File: src/rtl/matrix_stream_host_pkg.sv
// Shared types and helpers for the matrix multiplier host link; reused by the multiplier bench.
package matrix_stream_host_pkg;

  localparam int unsigned word_width = 32;

  typedef enum logic [2:0] {
    StLoadA,
    StLoadB,
    StReq,
    StWaitC,
    StSend
  } host_state_e;

  // Bit offset of element (row, col) in a flat row-major matrix bus with 'cols' columns.
  function automatic int unsigned elem_offset(input int unsigned row, input int unsigned col,
                                              input int unsigned cols);
    return (row * cols + col) * word_width;
  endfunction

endpackage

File: src/rtl/matrix_word_unpacker.sv
// Selects one word of a flat row-major matrix buffer; pure mux, out-of-range index yields zero.
module matrix_word_unpacker
  import matrix_stream_host_pkg::*;
#(
  parameter int unsigned elems     = 16,
  parameter int unsigned idx_width = 5
) (
  input  logic [elems*word_width-1:0] data,
  input  logic [idx_width-1:0]        idx,
  output logic [word_width-1:0]       word
);

  always_comb begin
    word = '0;
    for (int unsigned i = 0; i < elems; i++) begin
      if (idx == idx_width'(i)) begin
        word = data[elem_offset(0, i, elems) +: word_width];
      end
    end
  end

endmodule

File: src/rtl/matrix_stream_host.sv
// Word-serial host initiator for the matrix multiplier stb/ack interface.
// Build option: MATRIX_STREAM_B_COLMAJOR_EN makes B arrive column-major on the input stream.
module matrix_stream_host
  import matrix_stream_host_pkg::*;
#(
  parameter int unsigned m = 4,
  parameter int unsigned p = 4,
  parameter int unsigned n = 4
) (
  input  logic                      clk,
  input  logic                      rst,
  input  logic [word_width-1:0]     in_data,
  input  logic                      in_stb,
  output logic                      in_ack,
  output logic [word_width-1:0]     out_data,
  output logic                      out_stb,
  input  logic                      out_ack,
  output logic [m*p*word_width-1:0] matrix_A,
  output logic [p*n*word_width-1:0] matrix_B,
  output logic                      a_stb,
  output logic                      b_stb,
  input  logic                      a_ack,
  input  logic                      b_ack,
  input  logic [m*n*word_width-1:0] matrix_C,
  input  logic                      c_stb,
  output logic                      c_ack,
  output logic                      busy
);

  localparam int unsigned MaxAB    = (m * p > p * n) ? m * p : p * n;
  localparam int unsigned MaxElems = (MaxAB > m * n) ? MaxAB : m * n;
  localparam int unsigned IdxWidth = $clog2(MaxElems) + 1;

  host_state_e                 state;
  logic [IdxWidth-1:0]         idx;
  logic [m*n*word_width-1:0]   c_buf;
  logic                        a_seen;
  logic                        b_seen;
  logic [word_width-1:0]       next_word;

`ifdef MATRIX_STREAM_B_COLMAJOR_EN
  logic [IdxWidth-1:0]         b_row;
  logic [IdxWidth-1:0]         b_col;
`endif

  // Word following the current one, so SEND can advance without a bubble.
  matrix_word_unpacker #(
    .elems    (m * n),
    .idx_width(IdxWidth)
  ) u_unpacker (
    .data(c_buf),
    .idx (idx + IdxWidth'(1)),
    .word(next_word)
  );

  always_ff @(posedge clk or posedge rst) begin
    if (rst) begin
      state    <= StLoadA;
      idx      <= '0;
      c_buf    <= '0;
      matrix_A <= '0;
      matrix_B <= '0;
      a_seen   <= 1'b0;
      b_seen   <= 1'b0;
      in_ack   <= 1'b1;
      out_stb  <= 1'b0;
      out_data <= '0;
      a_stb    <= 1'b0;
      b_stb    <= 1'b0;
      c_ack    <= 1'b0;
      busy     <= 1'b0;
`ifdef MATRIX_STREAM_B_COLMAJOR_EN
      b_row    <= '0;
      b_col    <= '0;
`endif
    end else begin
      c_ack <= 1'b0;
      unique case (state)
        StLoadA: begin
          if (in_stb && in_ack) begin
            matrix_A[elem_offset(0, 32'(idx), p) +: word_width] <= in_data;
            busy <= 1'b1;
            if (idx == IdxWidth'(m * p - 1)) begin
              idx   <= '0;
              state <= StLoadB;
            end else begin
              idx <= idx + IdxWidth'(1);
            end
          end
        end

        StLoadB: begin
          if (in_stb && in_ack) begin
`ifdef MATRIX_STREAM_B_COLMAJOR_EN
            matrix_B[elem_offset(32'(b_row), 32'(b_col), n) +: word_width] <= in_data;
            if (b_row == IdxWidth'(p - 1)) begin
              b_row <= '0;
              b_col <= b_col + IdxWidth'(1);
            end else begin
              b_row <= b_row + IdxWidth'(1);
            end
`else
            matrix_B[elem_offset(0, 32'(idx), n) +: word_width] <= in_data;
`endif
            if (idx == IdxWidth'(p * n - 1)) begin
              idx    <= '0;
              in_ack <= 1'b0;
              a_stb  <= 1'b1;
              b_stb  <= 1'b1;
              state  <= StReq;
`ifdef MATRIX_STREAM_B_COLMAJOR_EN
              b_row  <= '0;
              b_col  <= '0;
`endif
            end else begin
              idx <= idx + IdxWidth'(1);
            end
          end
        end

        StReq: begin
          // Acks may land in different cycles; each is remembered until both are in.
          if (a_stb && a_ack) begin
            a_stb  <= 1'b0;
            a_seen <= 1'b1;
          end
          if (b_stb && b_ack) begin
            b_stb  <= 1'b0;
            b_seen <= 1'b1;
          end
          if (a_seen && b_seen) begin
            a_seen <= 1'b0;
            b_seen <= 1'b0;
            state  <= StWaitC;
          end
        end

        StWaitC: begin
          if (c_stb) begin
            c_buf    <= matrix_C;
            c_ack    <= 1'b1;
            out_data <= matrix_C[word_width-1:0];
            out_stb  <= 1'b1;
            idx      <= '0;
            state    <= StSend;
          end
        end

        StSend: begin
          if (out_stb && out_ack) begin
            if (idx == IdxWidth'(m * n - 1)) begin
              idx     <= '0;
              out_stb <= 1'b0;
              in_ack  <= 1'b1;
              busy    <= 1'b0;
              state   <= StLoadA;
            end else begin
              idx      <= idx + IdxWidth'(1);
              out_data <= next_word;
            end
          end
        end

        default: state <= StLoadA;
      endcase
    end
  end

endmodule
File: config.mk
export PLATFORM = sky130hd
export DESIGN_NAME = matrix_stream_host
export DESIGN_NICKNAME = d
export VERILOG_FILES = /design/src/rtl/matrix_stream_host_pkg.sv /design/src/rtl/matrix_word_unpacker.sv /design/src/rtl/matrix_stream_host.sv
export SDC_FILE = /design/constraint.sdc
export NUM_CORES = 2
export LEC_CHECK = 0
export ABC_AREA = 1
export CORE_AREA = 2 2 635 637
export DETAILED_ROUTE_END_ITERATION = 6
export DIE_AREA = 0 0 637 639
export PLACE_DENSITY = 0.34
export SLEW_MARGIN = 10
export SYNTH_ARGS = -nofsm -noshare
export SYNTH_HDL_FRONTEND = slang
export SYNTH_SLANG_ARGS = --single-unit
File: constraint.sdc
create_clock -name clk -period 53.3 [get_ports clk]
set_input_delay 10.66 -clock clk [delete_from_list [all_inputs] [get_ports clk]]
set_output_delay 10.66 -clock clk [all_outputs]
set_load 0.005 [all_outputs]
==> impl_metrics.ini <==
[clocking]
hold_buffers = 0
post-cts-setup-buffers = 0
cts_buffers = 205
clock_path_buffers = 4
cts_resized = 0
htreeDepth = 4
root_buffer = clkbuf_16
cts_tree = built
clock_latency_ns = 0.92
cts.sinks = 1584
path_clk_slew_ns = 0.06

[synth]
synth-seq-cells = 1584
synth.net_count = 8078
syn_area_um2 = 65700
netlist-cell-type-count = 38
muxShareOfSynthArea_pct = 2.19
synthCells = 7518
synth-simple-area-share_pct = 19.7
synth_top_family_by_area = simple AND/OR/NAND/NOR gates
yosysWarnings = 0
synth_fa_ha_area_share_pct = 0.171
ys_seq_area_share_pct = 60.4
netlist.area_leader.share_pct = 60.3
avgSynthCellArea_um2 = 8.74
synth.largest_area_cell = dfrtp_1
async_flop_share_pct = 100
synth_area_leaders = dfrtp_1 60%, nand2_1 15%, o21ai_0 10%
synth_edf_count = 0
ys.flop_type = dfrtp_1
synth_xor_area_share_pct = 0.0552
yosysMostFrequentCell = nand2_1
synth_compound_area_share_pct = 10.9
synth_common_cells = 2596 x nand2_1, 1583 x dfrtp_1, 1330 x o21ai_0

[global_routing]
grt.overflow.total = 0
grt_first_pass_wirelength_mm = 561
grt_max_degree = 225
grt_pass1_vias = 59600
grt_antenna_before_repair = 86
gr-usage-all-layers_pct = 20.2

[floorplan]
rows = 233
start_util_pct = 16.4
die_h_um = 639
ios = 1613
chipWidth_um = 637
core_area_um2 = 401000
die_area_um2 = 407000

[sta]
timing.fmax_ghz = 0.0706
slew_viol_final = 0
period_needed_ns = 14.15
rsz0062_at_grt = false
setup_tns_ns = 0
skew_ns = 0.0924
finalCritPeriodShare_pct = 26.6
slew_headroom_pct = 24.9
setup_ws_ns = 39.15
holdWs_ns = 0.464
hold_viol = 0
tightest_slew_ns = 1.13
setup_viol_count_final = 0

[layout]
syn2layout_area_growth_pct = 44.1
finish.instance_area_um2 = 94700
stdcell_count = 14500
layout.nets = 9550
fillers = 43700
layout-drive-gt1-share_pct = 6.84
regArea_um2 = 39600
multi_input_area_um2 = 22000

[setup_path]
arrival_ns = 14.99
end_kind = async pin
cp_num_buf_inv = 6
crit_required_ns = 54.13
cp_max_fo = 178
crit_top_cell = buf_4
crit_family = buffers and inverters
startpoint_type = input port
max_stage_delay_ns = 0.82
critPathSlowestCell = buf_4
cp_cell_sequence = clkdlybuf4s50_1, clkinvlp_4, buf_4, buf_4, buf_4, buf_12
critical_path_class = in2async
setup.worst_path.start = rst
r2r_start = idx[0]

[min_path]
min_from = c_buf[481]
holdCritPathClass = reg2reg

[place]
place_inst = 14100
io_buffer_count = 1612
placed_cell_area_um2 = 87800
pre_cts_ws_ns = 38.07
gp_congestion = 0.864
place_hpwl_mm = 327

[power_and_ir_drop]
switching_power_uw = 2120
p_clk_share_pct = 29.0
ir_worst_vdd_mv = 0.0394
pwr_density_cell_nw_per_um2 = 52.1
swShare_pct = 43.0
p_leak_uw = 0.0411
comb_power_share_pct = 37.8
intPower_uw = 2810
sequentialPowerShare_pct = 33.2

[routing]
detail_route.iter0.violations = 5207
wl_mm = 425
post_drt_wl_per_cell_um = 29.4
antenna_left = 0
drc = 0
dr.pass1.iters = 6
vias = 59800
vias_per_cell = 4.13

[outcome]
outcome = finished clean

[flow_run]
cap_violations = 0
-- state kept, by name, indices dropped and copies added, names as in the netlist --
| signal | flops |
|---|---|
| b_stb | 1 |
| out_data | 32 |
| a_seen | 1 |
| c_ack | 1 |
| state | 3 |
| busy | 1 |
| matrix_B | 512 |
| out_stb | 1 |
| b_seen | 1 |
| c_buf | 512 |
| in_ack | 1 |
| matrix_A | 512 |
| a_stb | 1 |
| idx | 5 |
-- layout make-up --
cell class	instances	area share [%]
antenna	35	0.0925
clock buffer	311	6.40
clock inverter	55	0.718
inverter	692	2.76
multi-input combinational	4792	23.2
sequential	1584	41.9
tap	5287	6.99
timing repair buffer	1715	17.9
-- metrics by stage --
step	total power (uW)	utilization [%]
after global placement	3540	21.9
after floorplan	2450	-
after CTS	5020	23.6
final	4930	23.6
after global routing	5210	23.6
after detailed placement	3560	21.9
-- worst register-to-register path, cell delays in order, from the launching register on --
cell and delay (ns):
dfrtp_1 0.75, clkinv_2 0.72, ha_1 0.56, xnor2_2 0.14
buf_4 0.40, inv_2 0.27, nor2_4 0.13, buf_4 0.79
clkinv_2 1.09, buf_4 0.58, nor3_1 0.68, mux2_2 0.28
-- metal layers --
metal / wire, um / global-route usage, %
met5: 124 / 0
met4: 21900 / 9.07
met3: 22300 / 3.50
met2: 209000 / 34.9
met1: 172000 / 24.6
-- cells in the final DEF (no fill, tap or decap), types with 4 or more instances in the layout --
cell and count:
nor2_1 114, diode_2 35, nand2_4 5, inv_2 9, clkbuf_16 206, buf_12 6, clkinvlp_4 4, mux2_1 6
o211ai_1 9, o21ai_0 1330, nand3b_1 11, nor3_1 197, o21ai_1 6, nand3_2 8, clkdlybuf4s50_1 1612, clkbuf_1 54
nand3_4 13, nand2_1 2589, a21oi_1 58, mux2_2 122, inv_1 675, nand2_2 4, nor2_4 13, bufinv_16 9
nand3_1 251, a21oi_2 7, nor2_2 7, dfrtp_1 1583, clkbuf_8 51, inv_6 8, clkinv_2 27, buf_4 97
nand4_1 12, ha_1 8, or2_2 8
-- power by group through the flow --
stage / sequential [uW] / clock (uW) / combinational (uW)
final: 1640 / 1430 / 1860
after global routing: 1670 / 1520 / 2030
after CTS: 1640 / 1480 / 1910
after detailed placement: 1650 / 0 / 1900
after global placement: 1650 / 0 / 1890
after floorplan: 1620 / 0 / 831
-- final timing paths --
| check | to | slack [ns] | cells past startpoint |
|---|---|---|---|
| worst max-delay path | matrix_B[81] | 39.15 | 6 |
| worst min-delay path | c_buf[481] | 0.46 | 2 |
| worst max register to register | matrix_B[99] | 46.80 | 11 |
| worst min register to register | c_buf[481] | 0.46 | 2 |
| max in group clk | c_buf[302] | 39.24 | 8 |
| min in group asynchronous | c_buf[100] | 10.46 | 2 |
-- kinds of logic after synthesis --
kind of cell             Yosys count
flip-flops                      1584
AO/OA/AOI/OAI                   1416
adder cells (fa/ha/maj)            9
buffers and inverters           1142
AND/OR/NAND/NOR                 3237
XOR/XNOR                           2
multiplexers                     128
Power figures use the tool's default switching activity.
